## src/rtl/cv32e40p_mult_tmr_voter.sv

```systemverilog
// Majority voter for the triplicated multiplier: combinational voted outputs plus
// sequential per-replica fault tracking, masking of a persistently failing replica, fatal flag.
module cv32e40p_mult_tmr_voter #(
    parameter int unsigned FAULT_THRESH = 4,
    parameter int unsigned CNT_W        = 8
) (
    input  logic             clk,
    input  logic             rst_n,
    input  logic [31:0]      result_1,
    input  logic [31:0]      result_2,
    input  logic [31:0]      result_3,
    input  logic             multicycle_1,
    input  logic             multicycle_2,
    input  logic             multicycle_3,
    input  logic             mulh_active_1,
    input  logic             mulh_active_2,
    input  logic             mulh_active_3,
    input  logic             ready_1,
    input  logic             ready_2,
    input  logic             ready_3,
    input  logic             check_en_i,
    input  logic             clear_i,
    output logic [31:0]      result_o,
    output logic             multicycle_o,
    output logic             mulh_active_o,
    output logic             ready_o,
    output logic             fault_o,
    output logic             masked_o,
    output logic [1:0]       masked_id_o,
    output logic             fatal_o,
    output logic [CNT_W-1:0] err_cnt_1_o,
    output logic [CNT_W-1:0] err_cnt_2_o,
    output logic [CNT_W-1:0] err_cnt_3_o
);
    localparam int unsigned      RUN_W  = $clog2(FAULT_THRESH + 1);
    localparam logic [RUN_W-1:0] THRESH = RUN_W'(FAULT_THRESH);

    typedef enum logic [1:0] {HEALTHY, SUSPECT, MASKED, FATAL} state_e;

    state_e                state_q, state_d;
    logic [1:0]            sus_id_q, sus_id_d, mask_id_q, mask_id_d;
    logic [RUN_W-1:0]      run_q, run_d, run_inc;
    logic                  fault_q, fault_d;
    logic [2:0][CNT_W-1:0] cnt_q, cnt_d;

    logic [2:0][34:0]      vec;
    logic [34:0]           maj, surv_a, surv_b, voted;
    logic [2:0]            mm, inc, mask_oh;
    logic [1:0]            mm_id;
    logic                  triple, surv_diff, surv_mode;

    assign vec[0] = {result_1, multicycle_1, mulh_active_1, ready_1};
    assign vec[1] = {result_2, multicycle_2, mulh_active_2, ready_2};
    assign vec[2] = {result_3, multicycle_3, mulh_active_3, ready_3};

    assign maj    = (vec[0] & vec[1]) | (vec[0] & vec[2]) | (vec[1] & vec[2]);
    assign triple = (vec[0] != vec[1]) && (vec[0] != vec[2]) && (vec[1] != vec[2]);
    assign mm     = {vec[2] != maj, vec[1] != maj, vec[0] != maj};
    // Outside triple disagreement at most one replica can differ from the majority.
    assign mm_id  = mm[0] ? 2'd1 : (mm[1] ? 2'd2 : 2'd3);

    // surv_a is always the lowest-index replica not masked.
    always_comb begin
        surv_a  = vec[0];
        surv_b  = vec[1];
        mask_oh = 3'b000;
        case (mask_id_q)
            2'd1: begin surv_a = vec[1]; surv_b = vec[2]; mask_oh = 3'b001; end
            2'd2: begin surv_b = vec[2]; mask_oh = 3'b010; end
            2'd3: mask_oh = 3'b100;
            default: ;
        endcase
    end

    assign surv_diff = surv_a != surv_b;
    assign surv_mode = (state_q == MASKED) || (state_q == FATAL && mask_id_q != 2'd0);
    assign voted     = (state_q == HEALTHY || state_q == SUSPECT) ? maj : surv_a;
    assign inc       = surv_mode ? (surv_diff ? ~mask_oh : 3'b000)
                                 : (triple ? 3'b111 : mm);
    assign fault_d   = |inc;
    assign run_inc   = (state_q == SUSPECT && sus_id_q == mm_id) ? run_q + RUN_W'(1) : RUN_W'(1);

    always_comb begin
        state_d   = state_q;
        sus_id_d  = sus_id_q;
        run_d     = run_q;
        mask_id_d = mask_id_q;
        case (state_q)
            HEALTHY, SUSPECT: begin
                if (triple) begin
                    state_d = FATAL;
                    run_d   = '0;
                end else if (|mm) begin
                    if (run_inc >= THRESH) begin
                        state_d   = MASKED;
                        mask_id_d = mm_id;
                        run_d     = '0;
                    end else begin
                        state_d  = SUSPECT;
                        sus_id_d = mm_id;
                        run_d    = run_inc;
                    end
                end else begin
                    state_d = HEALTHY;
                    run_d   = '0;
                end
            end
            MASKED: if (surv_diff) state_d = FATAL;
            default: ;
        endcase
    end

    always_comb begin
        cnt_d = cnt_q;
        for (int k = 0; k < 3; k++)
            if (inc[k] && cnt_q[k] != {CNT_W{1'b1}}) cnt_d[k] = cnt_q[k] + CNT_W'(1);
    end

    always_ff @(posedge clk or negedge rst_n) begin
        if (!rst_n) begin
            state_q   <= HEALTHY;
            sus_id_q  <= 2'd0;
            mask_id_q <= 2'd0;
            run_q     <= '0;
            fault_q   <= 1'b0;
            cnt_q     <= '0;
        end else if (clear_i) begin
            state_q   <= HEALTHY;
            sus_id_q  <= 2'd0;
            mask_id_q <= 2'd0;
            run_q     <= '0;
            fault_q   <= 1'b0;
            cnt_q     <= '0;
        end else if (check_en_i) begin
            state_q   <= state_d;
            sus_id_q  <= sus_id_d;
            mask_id_q <= mask_id_d;
            run_q     <= run_d;
            fault_q   <= fault_d;
            cnt_q     <= cnt_d;
        end else begin
            fault_q   <= 1'b0;
        end
    end

    assign {result_o, multicycle_o, mulh_active_o, ready_o} = voted;
    assign fault_o     = fault_q;
    assign masked_o    = (state_q == MASKED);
    assign masked_id_o = masked_o ? mask_id_q : 2'd0;
    assign fatal_o     = (state_q == FATAL);
    assign err_cnt_1_o = cnt_q[0];
    assign err_cnt_2_o = cnt_q[1];
    assign err_cnt_3_o = cnt_q[2];

endmodule

```

## config.mk

```make
export PLATFORM = sky130hd
export DESIGN_NAME = cv32e40p_mult_tmr_voter
export DESIGN_NICKNAME = d
export VERILOG_FILES = /design/src/rtl/cv32e40p_mult_tmr_voter.sv
export SDC_FILE = /design/constraint.sdc
export NUM_CORES = 1
export LEC_CHECK = 0
export ABC_AREA = 0
export CAP_MARGIN = 40
export CORE_MARGIN = 5
export CORE_UTILIZATION = 32
export DETAILED_ROUTE_END_ITERATION = 10
export SLEW_MARGIN = 25
export SYNTH_ARGS = -nofsm -noshare
export SYNTH_HDL_FRONTEND = slang
export SYNTH_SLANG_ARGS = --single-unit
export TNS_END_PERCENT = 30
```

## constraint.sdc

```tcl
create_clock -name clk -period 2.8 [get_ports clk]
set_input_delay 0.56 -clock clk [delete_from_list [all_inputs] [get_ports clk]]
set_output_delay 0.56 -clock clk [all_outputs]
set_load 0.03 [all_outputs]
```

After elaboration in Yosys (flattened, before gate mapping)

Index checks and enable logic that the tools add are counted.

$add $sub $neg: 4
Multiply operators: 0
Div/mod/pow operators: 0
Magnitude comparators: 1
Equality and inequality tests: 20
Shift operators: 0
Mux-type cells: 43
Bitwise gates (word level): 6
Reductions and logical operators: 30

Operators with widths:

| kind                                                      | count |
|---|---|
| inequality test 35 bit                                    | 7 |
| bitwise AND 35 bit                                        | 3 |
| 2-to-1 mux 35 bit                                         | 3 |
| OR 35 bit                                                 | 2 |
| 2-to-1 mux 24 bit                                         | 2 |
| 2-to-1 mux 2 bit                                          | 20 |
| 2-to-1 mux 3 bit                                          | 10 |
| adder 8 x 1 -> 8 bit (second input constant)              | 3 |
| 2-to-1 mux 8 bit                                          | 3 |
| inequality test 8 bit (second input constant)             | 3 |
| nonzero test 2 bit                                        | 8 |
| AND reduction 5 bit                                       | 2 |
| case mux 3 bit (3 select lines)                           | 1 |
| equality test 2 bit (second input constant)               | 4 |
| AND reduction 2 bit                                       | 4 |
| logical AND 1 bit                                         | 7 |
| OR reduction 3 bit                                        | 2 |
| equality test 2 x 1 -> 1 bit (second input constant)      | 2 |
| inequality test 2 bit (second input constant)             | 2 |
| case mux 2 bit (2 select lines)                           | 1 |
| OR reduction 2 bit                                        | 2 |
| adder 3 x 1 -> 3 bit (second input constant)              | 1 |
| greater-or-equal comparator 3 bit (second input constant) | 1 |
| 2-to-1 mux 1 bit                                          | 3 |
| other kinds (7)                                           | 8 |

Flip-flop bits (word level): 34
Latch bits: 0
RAM bits: 0
Memory bits (read-only): 0
Bits of input ports: 109
Output and inout port bits: 64
Word-level logic and storage cells: 112
Memories: 0

Depth between registers and ports, before layout

Gate-level depths: netlist of the first run.

Word-level depth: 16
Depth in mapped cells: 15
Gate-level depth less buffers: 11

Worst setup path before layout of the first run

OpenSTA, ideal clock, no wires.

Path type: reg2reg
Start: register mask_id_q[0]
End: register cnt_q (netlist bit err_cnt_3_o[3])
Library setup time: 125 ps
Arrival: 2,899 ps
Data required time: 2,675 ps
Path slack: -224 ps
Cell stages (with the launch flop): 16
Path buffers: 4
Clock period less this slack: 3,024 ps
Cell sequence: dfrtp_1 > inv_1 > ha_1 > buf_4 > nand2b_4 > buf_6 > buf_6 > o221ai_1 > a21o_1 > o2111ai_1 > nor4_2 > nand3_2 > a21oi_2 > buf_4 > and3b_1 > mux2_4

Cells in the longest elaborated chain, start to end: 9
Elaborated cells between the ends (all ways): 17
Those cells by class: eq/ne: 4; mux: 5; bitwise: 1; reduce/logical: 7

RTL lines:

| item                                                                       | line | text |
|---|---|---|
| from (decl)                                                                | 41   | `logic [1:0] sus_id_q, sus_id_d, mask_id_q, mask_id_d;` |
| from (signal assigned)                                                     | 137  | `mask_id_q <= mask_id_d;` |
| equality test 2 bit / equality test 2 x 1 -> 1 bit (equally long branches) | 67   | `case (mask_id_q)` |
| OR reduction 2 bit (no line)                                               | --   |  |
| 2-to-1 mux 35 bit                                                          | 67   |  |
| inequality test 35 bit                                                     | 75   | `assign surv_diff = surv_a != surv_b;` |
| 2-to-1 mux 3 bit                                                           | 78   | `assign inc = surv_mode ? (surv_diff ? ~mask_oh : 3'b000)` |
| 2-to-1 mux 3 bit (*)                                                       | 78   |  |
| logical AND 1 bit (*)                                                      | 116  | `if (inc[k] && cnt_q[k] != {CNT_W{1'b1}}) cnt_d[k] = cnt_q[k] + CNT_W'(1);` |
| nonzero test 2 bit (no line) (*)                                           | --   |  |
| AND reduction 2 bit (no line) (*)                                          | --   |  |
| to (signal assigned)                                                       | 140  | `cnt_q <= cnt_d;` |
| to (decl)                                                                  | 44   | `logic [2:0][CNT_W-1:0] cnt_q, cnt_d;` |

Every way passes the cells marked *; elsewhere a longest branch is shown, timed or not.
A chain may end at the register's enable or synchronous reset.

Worst setup path in the final report of the first run

Start: register mask_id_q[0]
End: register cnt_q (netlist bit err_cnt_1_o[2])

Same word-level chain as after synthesis.

==> results.yml, run 1 <==
setup_path:
  cp_max_fo: 7
  worstPathRequired_ns: 2.96
  arrival_ns: 3.36
  crit_chain: "buf_6 -> ha_4 -> nand2b_4 -> buf_12 -> buf_12 -> buf_6 -> o221ai_2 -> o21a_1 -> o2111ai_4 -> nor4_4 -> buf_4 -> a31oi_4 -> o2111ai_2 -> buf_6 -> nor2_2 -> mux2_2"
  slowest_stage: "dfrtp_1"
  crit_type: "reg -> reg"
  path_common_cell: "buf_6"
  crit_path_end_kind: "flip-flop"
  worstSetupStartpointType: "flip-flop"
  critPathMaxStageDelay_ns: 0.42
timing:
  worst_pin_slew_ns: 0.610
  relSlewSlack: 0.590
  setup_ws_ns: -0.404
  fin_crit_sh: 1.14
  slew_viol_final: 0
  setup_violations: 34
  fin_crit_ns: 3.20
  fmax_ghz: 0.312
  fin_worst_skew_ns: 0.00542
  rsz0062_at_grt: "true"
  hold_viol: 0
cells_and_area:
  drive_gt1_frac: 0.496
  layout_commonest_cell: "buf_4"
  nets: 1687
  area_growth_pct: 84.7
  most-common-layout-cells: "346 x buf_4, 94 x inv_1, 75 x mux2i_1"
  design_area_sq_um: 14400
clock_network:
  ctsHoldBuffers: 0
  cts_max_path_buffers: 2
  cts_buffers: 5
  clockRootBuffer: "clkbuf_16"
  clk_latency_ns: 0.28
  clkTransAtPathRegs_ns: 0.05
  htreeDepth: 2
  cts_sinks: 34
  cts_tree: "done"
yosys:
  yosysWarnings: 0
  ys.flop_type: "dfrtp_1"
  ys_seq_elements: 34
  synth_cell_type_count: 58
  async_reset_ff_frac: 1.00
  avgSynthCellArea_sq_um: 8.03
  synth_cells: 970
  synth_edf_count: 0
  synth_nets: 1192
  synth_area_sq_um: 7790
  synth_seq_area_share: 0.109
global_routing:
  grt_first_pass_wirelength_um: 55100
  grt_pass1_vias: 9838
  grt_usage: 0.245
  gr-total-overflow: 0
  antenna_found_initial: 1
  grt_max_degree: 37
detailed_routing:
  drt_first_pass_iters: 5
  drc: 0
  drt-total-wl_um: 35400
  routed_via_density: 5.38
  wl_per_cell_um: 19.8
  num_vias: 9630
  drtIter0Drc: 608
  antenna_left: 0
power:
  power_w: 0.00333
  ir_drop_mv: 0.217
  power.leakage_nw: 6.07
  p_per_area_nw_per_um2: 232
run_status:
  outcome: "finished, violations left"
  failed_checks: "setup timing"
worst_hold_path:
  hp-class: "reg -> reg"
die:
  fp.dieW_um: 166
  coreArea_sq_um: 24200
  io_pins: 173
  rows: 57
  fp.dieH_um: 166
  start_util: 0.322
  dieArea_sq_um: 27600
placement:
  gp_congestion: 0.976
  place_ws_ns: -0.987
  dp_hpwl_um: 26800
  placed_cell_area_sq_um: 12100
  port_buffers: 172
run:
  cap_violations: 0
cells in the mapped netlist, types with 3 or more instances:
cell / number / share of area
a21o_1: 12 / 0.012
a21oi_1: 39 / 0.025
a22oi_1: 5 / 0.0048
and2_1: 6 / 0.0048
and3_1: 7 / 0.0056
buf_1: 6 / 0.0029
buf_2: 3 / 0.0019
buf_4: 10 / 0.0096
buf_6: 8 / 0.012
clkbuf_1: 11 / 0.0053
dfrtp_1: 34 / 0.11
ha_1: 113 / 0.18
inv_1: 97 / 0.047
mux2_2: 10 / 0.014
mux2i_1: 75 / 0.096
nand2_1: 56 / 0.027
nand2b_1: 4 / 0.0032
nand3_1: 17 / 0.011
nand4_1: 14 / 0.011
nor2_1: 24 / 0.012
nor2b_1: 13 / 0.010
nor3_1: 49 / 0.031
nor4_1: 63 / 0.051
o2111ai_1: 4 / 0.0045
o21a_1: 9 / 0.0087
o21ai_0: 20 / 0.013
o221ai_1: 52 / 0.058
o22ai_1: 26 / 0.021
o31a_1: 17 / 0.019
or2_2: 3 / 0.0024
or3_1: 6 / 0.0048
xnor2_1: 89 / 0.10
xor2_1: 37 / 0.042
report_power, final:
group | internal [W] | switching (W) | total, W
Clock | 0.000416 | 0.000211 | 0.000628
Combinational | 0.00107 | 0.00111 | 0.00218
Sequential | 0.000503 | 0.0000233 | 0.000527
Total | 0.00199 | 0.00135 | 0.00333
what timing repair did:
| action | CTS | global route |
|---|---|---|
| hold endpoints to repair | 0 | 0 |
| gates cloned | 3 | 0 |
| gates resized for setup | 593 | 31 |
| pin swaps | 128 | 27 |
| endpoints found under the setup margin | 46 | 44 |
| setup buffers | 60 | 3 |
kinds of logic (layout without fill, tap and decap cells):
| group | count (synthesis) | count (layout) | synth area share |
|---|---|---|---|
| compound gates | 203 | 203 | 0.188 |
| xor+xnor | 126 | 126 | 0.142 |
| fa+ha+maj | 113 | 113 | 0.182 |
| buf+inv | 137 | 633 | 0.0808 |
| flops | 34 | 34 | 0.109 |
| mux | 86 | 86 | 0.113 |
| other cells | 0 | 1 | 0 |
| simple gates | 271 | 271 | 0.186 |
worst max-delay path: cells and delay by family (launching register included):
kind	cells	cell delay, ns
AOI/OAI and AO/OA	5	0.76
muxes	1	0.25
adders and majority gates	1	0.16
buffers and inverters	6	0.90
and+or+nand+nor	3	0.59
DFF	1	0.42
sequential cells by signal (all words and copies together) (netlist names):
signal and cells:
fault_o 1, err_cnt_3_o 8, err_cnt_1_o 8, state_q 2
mask_id_q 2, run_q 3, err_cnt_2_o 8, sus_id_q 2
per-layer routing:
metal	GRT usage	vias up	part of all wire
met2	0.427	280	0.48
met5	0	-	0
met1	0.314	4647	0.43
li1	-	4633	-
met4	0.0681	0	0.032
met3	0.0414	70	0.055
path summary, 6_finish.rpt:
path                                          start                    endpoint  slack [ns]  depth (start not counted)
setup reg to reg           mask_id_q[0]$_DFFE_PN0P_  err_cnt_1_o[2]$_DFFE_PN0P_       -0.40                         16
hold reg to reg                run_q[1]$_DFFE_PN0P_        run_q[1]$_DFFE_PN0P_        0.53                          2
hold / removal                 run_q[1]$_DFFE_PN0P_        run_q[1]$_DFFE_PN0P_        0.53                          2
min in group asynchronous                     rst_n  err_cnt_1_o[3]$_DFFE_PN0P_        0.70                          2
setup / recovery           mask_id_q[0]$_DFFE_PN0P_  err_cnt_1_o[2]$_DFFE_PN0P_       -0.40                         16
max in group asynchronous                     rst_n      state_q[1]$_DFFE_PN0P_        1.76                          2
layout make-up:
class / count / area [sq um]
Antenna cell: 1 / 2.50
Clock inverter: 3 / 40.0
Multi-Input combinational cell: 799 / 8090
Fill cell: 2047 / 9800
Inverter: 97 / 368
Clock buffer: 5 / 125
Timing Repair Buffer: 528 / 4500
Sequential cell: 34 / 852
Tap cell: 324 / 405
stage by stage:
step | TNS (ns) | hold WS (ns) | instances | util
after global placement | -28.29 | 0.516 | 1721 | 0.498
after CTS | -7.43 | 0.534 | 1790 | 0.590
final | -9.52 | 0.533 | 1791 | 0.595
after global routing | -13.41 | 0.554 | 1791 | 0.595
after floorplan | -0.298 | 0.264 | 970 | -
after detailed placement | -29.59 | 0.522 | 1721 | 0.498
Power figures use the tool's default switching activity.
==> inputs of run 2 (changes only) <==
- DONT_BUFFER_PORTS: default -> 1
==> run 2 against run 1 <==
Net effect: critical path depth decreased by 3; via count down 13%; total power fell by 28%; flip-flop and latch count did not move; cell count fell by 19%; global-route usage decreased by 4.2 points; the run still ends with setup timing left; count of clock-buffer cells in the layout grew 2; die area did not move; register-to-register slack better by 0.095 ns; sequential share of layout area is 2.3 points higher.
==> results.yml, run 2 (synthesis gave the netlist of run 1 again) <==
global_routing:
  grt_max_degree: 47
  antenna_found_initial: 0
  grt_pass1_vias: 7895
  grt_first_pass_wirelength_um: 45500
  grt_usage: 0.203
  gr-total-overflow: 0
setup_path:
  crit_type: "reg -> reg"
  cp_top_family: "compound AO/OA/AOI/OAI gates"
  crit_chain: "inv_2 -> ha_4 -> nand2b_4 -> buf_12 -> o221ai_2 -> a21oi_1 -> a2111oi_4 -> and4_4 -> a31oi_4 -> o2111ai_4 -> buf_12 -> nor2_2 -> mux2_2"
  slowest_stage: "a2111oi_4"
  worst-r2r-setup-slack_ns: -0.31
  arrival_ns: 3.27
  cp.depth: 13
  critPathMaxStageDelay_ns: 0.42
  cp_max_fo: 16
  reg2reg_to: "err_cnt_1_o[2]$_DFFE_PN0P_"
  worstSetupStartpointType: "flip-flop"
  ff2ff_path_depth: 13
  worstPathRequired_ns: 2.96
  crit_buf_inv: 3
  crit_path_end_kind: "flip-flop"
  path_common_cell: "buf_12"
  timing.rr.start: "mask_id_q[0]$_DFFE_PN0P_"
die:
  dieArea_sq_um: 27600
  fp.dieH_um: 166
  rows: 57
  start_util: 0.322
  coreArea_sq_um: 24200
  fp.dieW_um: 166
  io_pins: 173
run_status:
  outcome: "finished, violations left"
  failed_checks: "setup timing"
timing:
  rsz0062_at_grt: "true"
  relSlewSlack: 0.654
  fin_crit_ns: 3.11
  hold_viol: 0
  worst_pin_slew_ns: 0.514
  slew_viol_final: 0
  setup_violations: 30
  fin_crit_sh: 1.11
  fin_worst_skew_ns: 0.00432
  setup_ws_ns: -0.309
  fmax_ghz: 0.322
clock_network:
  htreeDepth: 2
  clkTransAtPathRegs_ns: 0.06
  cts_buffers: 5
  cts_tree: "done"
  cts_sinks: 34
  clockRootBuffer: "clkbuf_16"
  clk_latency_ns: 0.28
  cts_max_path_buffers: 2
detailed_routing:
  drc: 0
  drt_first_pass_iters: 6
  routed_via_density: 5.76
  wl_per_cell_um: 20.8
  drtIter0Drc: 601
  antenna_left: 0
  num_vias: 8355
  drt-total-wl_um: 30200
placement:
  placed_cell_area_sq_um: 9490
  gp_congestion: 0.939
  port_buffers: 0
  dp_hpwl_um: 24200
  place_ws_ns: -0.665
  numPlacedInstances: 1420
cells_and_area:
  n_antenna_cell: 0
  fillers: 2394
  nets: 1347
  area_growth_pct: 32.4
  design_area_sq_um: 10300
  layout_commonest_cell: "buf_4"
  most-common-layout-cells: "159 x buf_4, 111 x ha_1, 95 x inv_1"
  drive_gt1_frac: 0.266
  stdcell_count: 1450
power:
  p_per_area_nw_per_um2: 234
  ir_drop_mv: 0.239
  power.leakage_nw: 4.36
run:
  cap_violations: 0
worst_hold_path:
  hp-class: "in -> async"
## run 2: layout make-up
type,instances,area [sq um],share of cell area
multi-input combinational,799,6850,0.664
clock inverter,1,5.00,0.000486
clock buffer,7,143,0.0138
inverter,97,364,0.0353
sequential,34,852,0.0827
tap,324,405,0.0393
timing repair buffer,188,1690,0.164
## run 2: metrics by stage
| step | TNS (ns) | hold slack (ns) | total power (W) | utilization |
|---|---|---|---|---|
| final | -6.17 | 0.113 | 0.00241 | 0.426 |
| after global routing | -10.33 | 0.127 | 0.00254 | 0.426 |
| after CTS | -5.62 | 0.120 | 0.00239 | 0.414 |
| after detailed placement | -16.98 | 0.265 | 0.00178 | 0.392 |
| after global placement | -16.19 | 0.266 | 0.00177 | 0.392 |
| after floorplan | -0.298 | 0.264 | 0.00133 | - |
## run 2: power by group
| part | leakage, nW | internal [W] | switching [W] | total, W |
|---|---|---|---|---|
| sequential | 0.464 | 0.000503 | 0.0000384 | 0.000541 |
| clock | 0.0739 | 0.000353 | 0.000202 | 0.000555 |
| combinational | 3.82 | 0.000626 | 0.000689 | 0.00132 |
## run 2: how the worst max path moves through the flow
stage,start,endpoint,slack [ns]
finish,mask_id_q[0]$_DFFE_PN0P_,err_cnt_1_o[2]$_DFFE_PN0P_,-0.31
global route,mask_id_q[1]$_DFFE_PN0P_,err_cnt_2_o[3]$_DFFE_PN0P_,-0.46
CTS,mask_id_q[0]$_DFFE_PN0P_,err_cnt_1_o[2]$_DFFE_PN0P_,-0.28
detailed placement,mask_id_q[0]$_DFFE_PN0P_,err_cnt_1_o[2]$_DFFE_PN0P_,-0.66
global placement,mask_id_q[0]$_DFFE_PN0P_,err_cnt_1_o[2]$_DFFE_PN0P_,-0.63
floorplan,mask_id_q[0]$_DFFE_PN0P_,err_cnt_3_o[3]$_DFFE_PN0P_,-0.15
## run 2: routing by layer
metal,routed length [um],vias to the layer above,track usage
met5,0,-,0
met1,13100,4037,0.273
met4,673,0,0.0438
met2,13800,305,0.330
li1,-,3959,-
met3,2550,54,0.0526
## run 2: timing repair
item | 4_1_cts | 5_1_grt
hold buffers | 1 | 0
pin swaps | 22 | 23
setup buffers | 11 | 5
endpoints found under the hold margin | 34 | 0
gates resized for setup | 51 | 39
gates cloned | 2 | 5
setup endpoints to repair | 32 | 33
## run 2: worst register-to-register path: stages (launching register included)
cell	delay, ns
dfrtp_1	0.40
inv_2	0.08
ha_4	0.31
nand2b_4	0.15
buf_12	0.19
o221ai_2	0.15
a21oi_1	0.15
a2111oi_4	0.42
and4_4	0.34
a31oi_4	0.10
o2111ai_4	0.26
buf_12	0.16
nor2_2	0.04
mux2_2	0.25
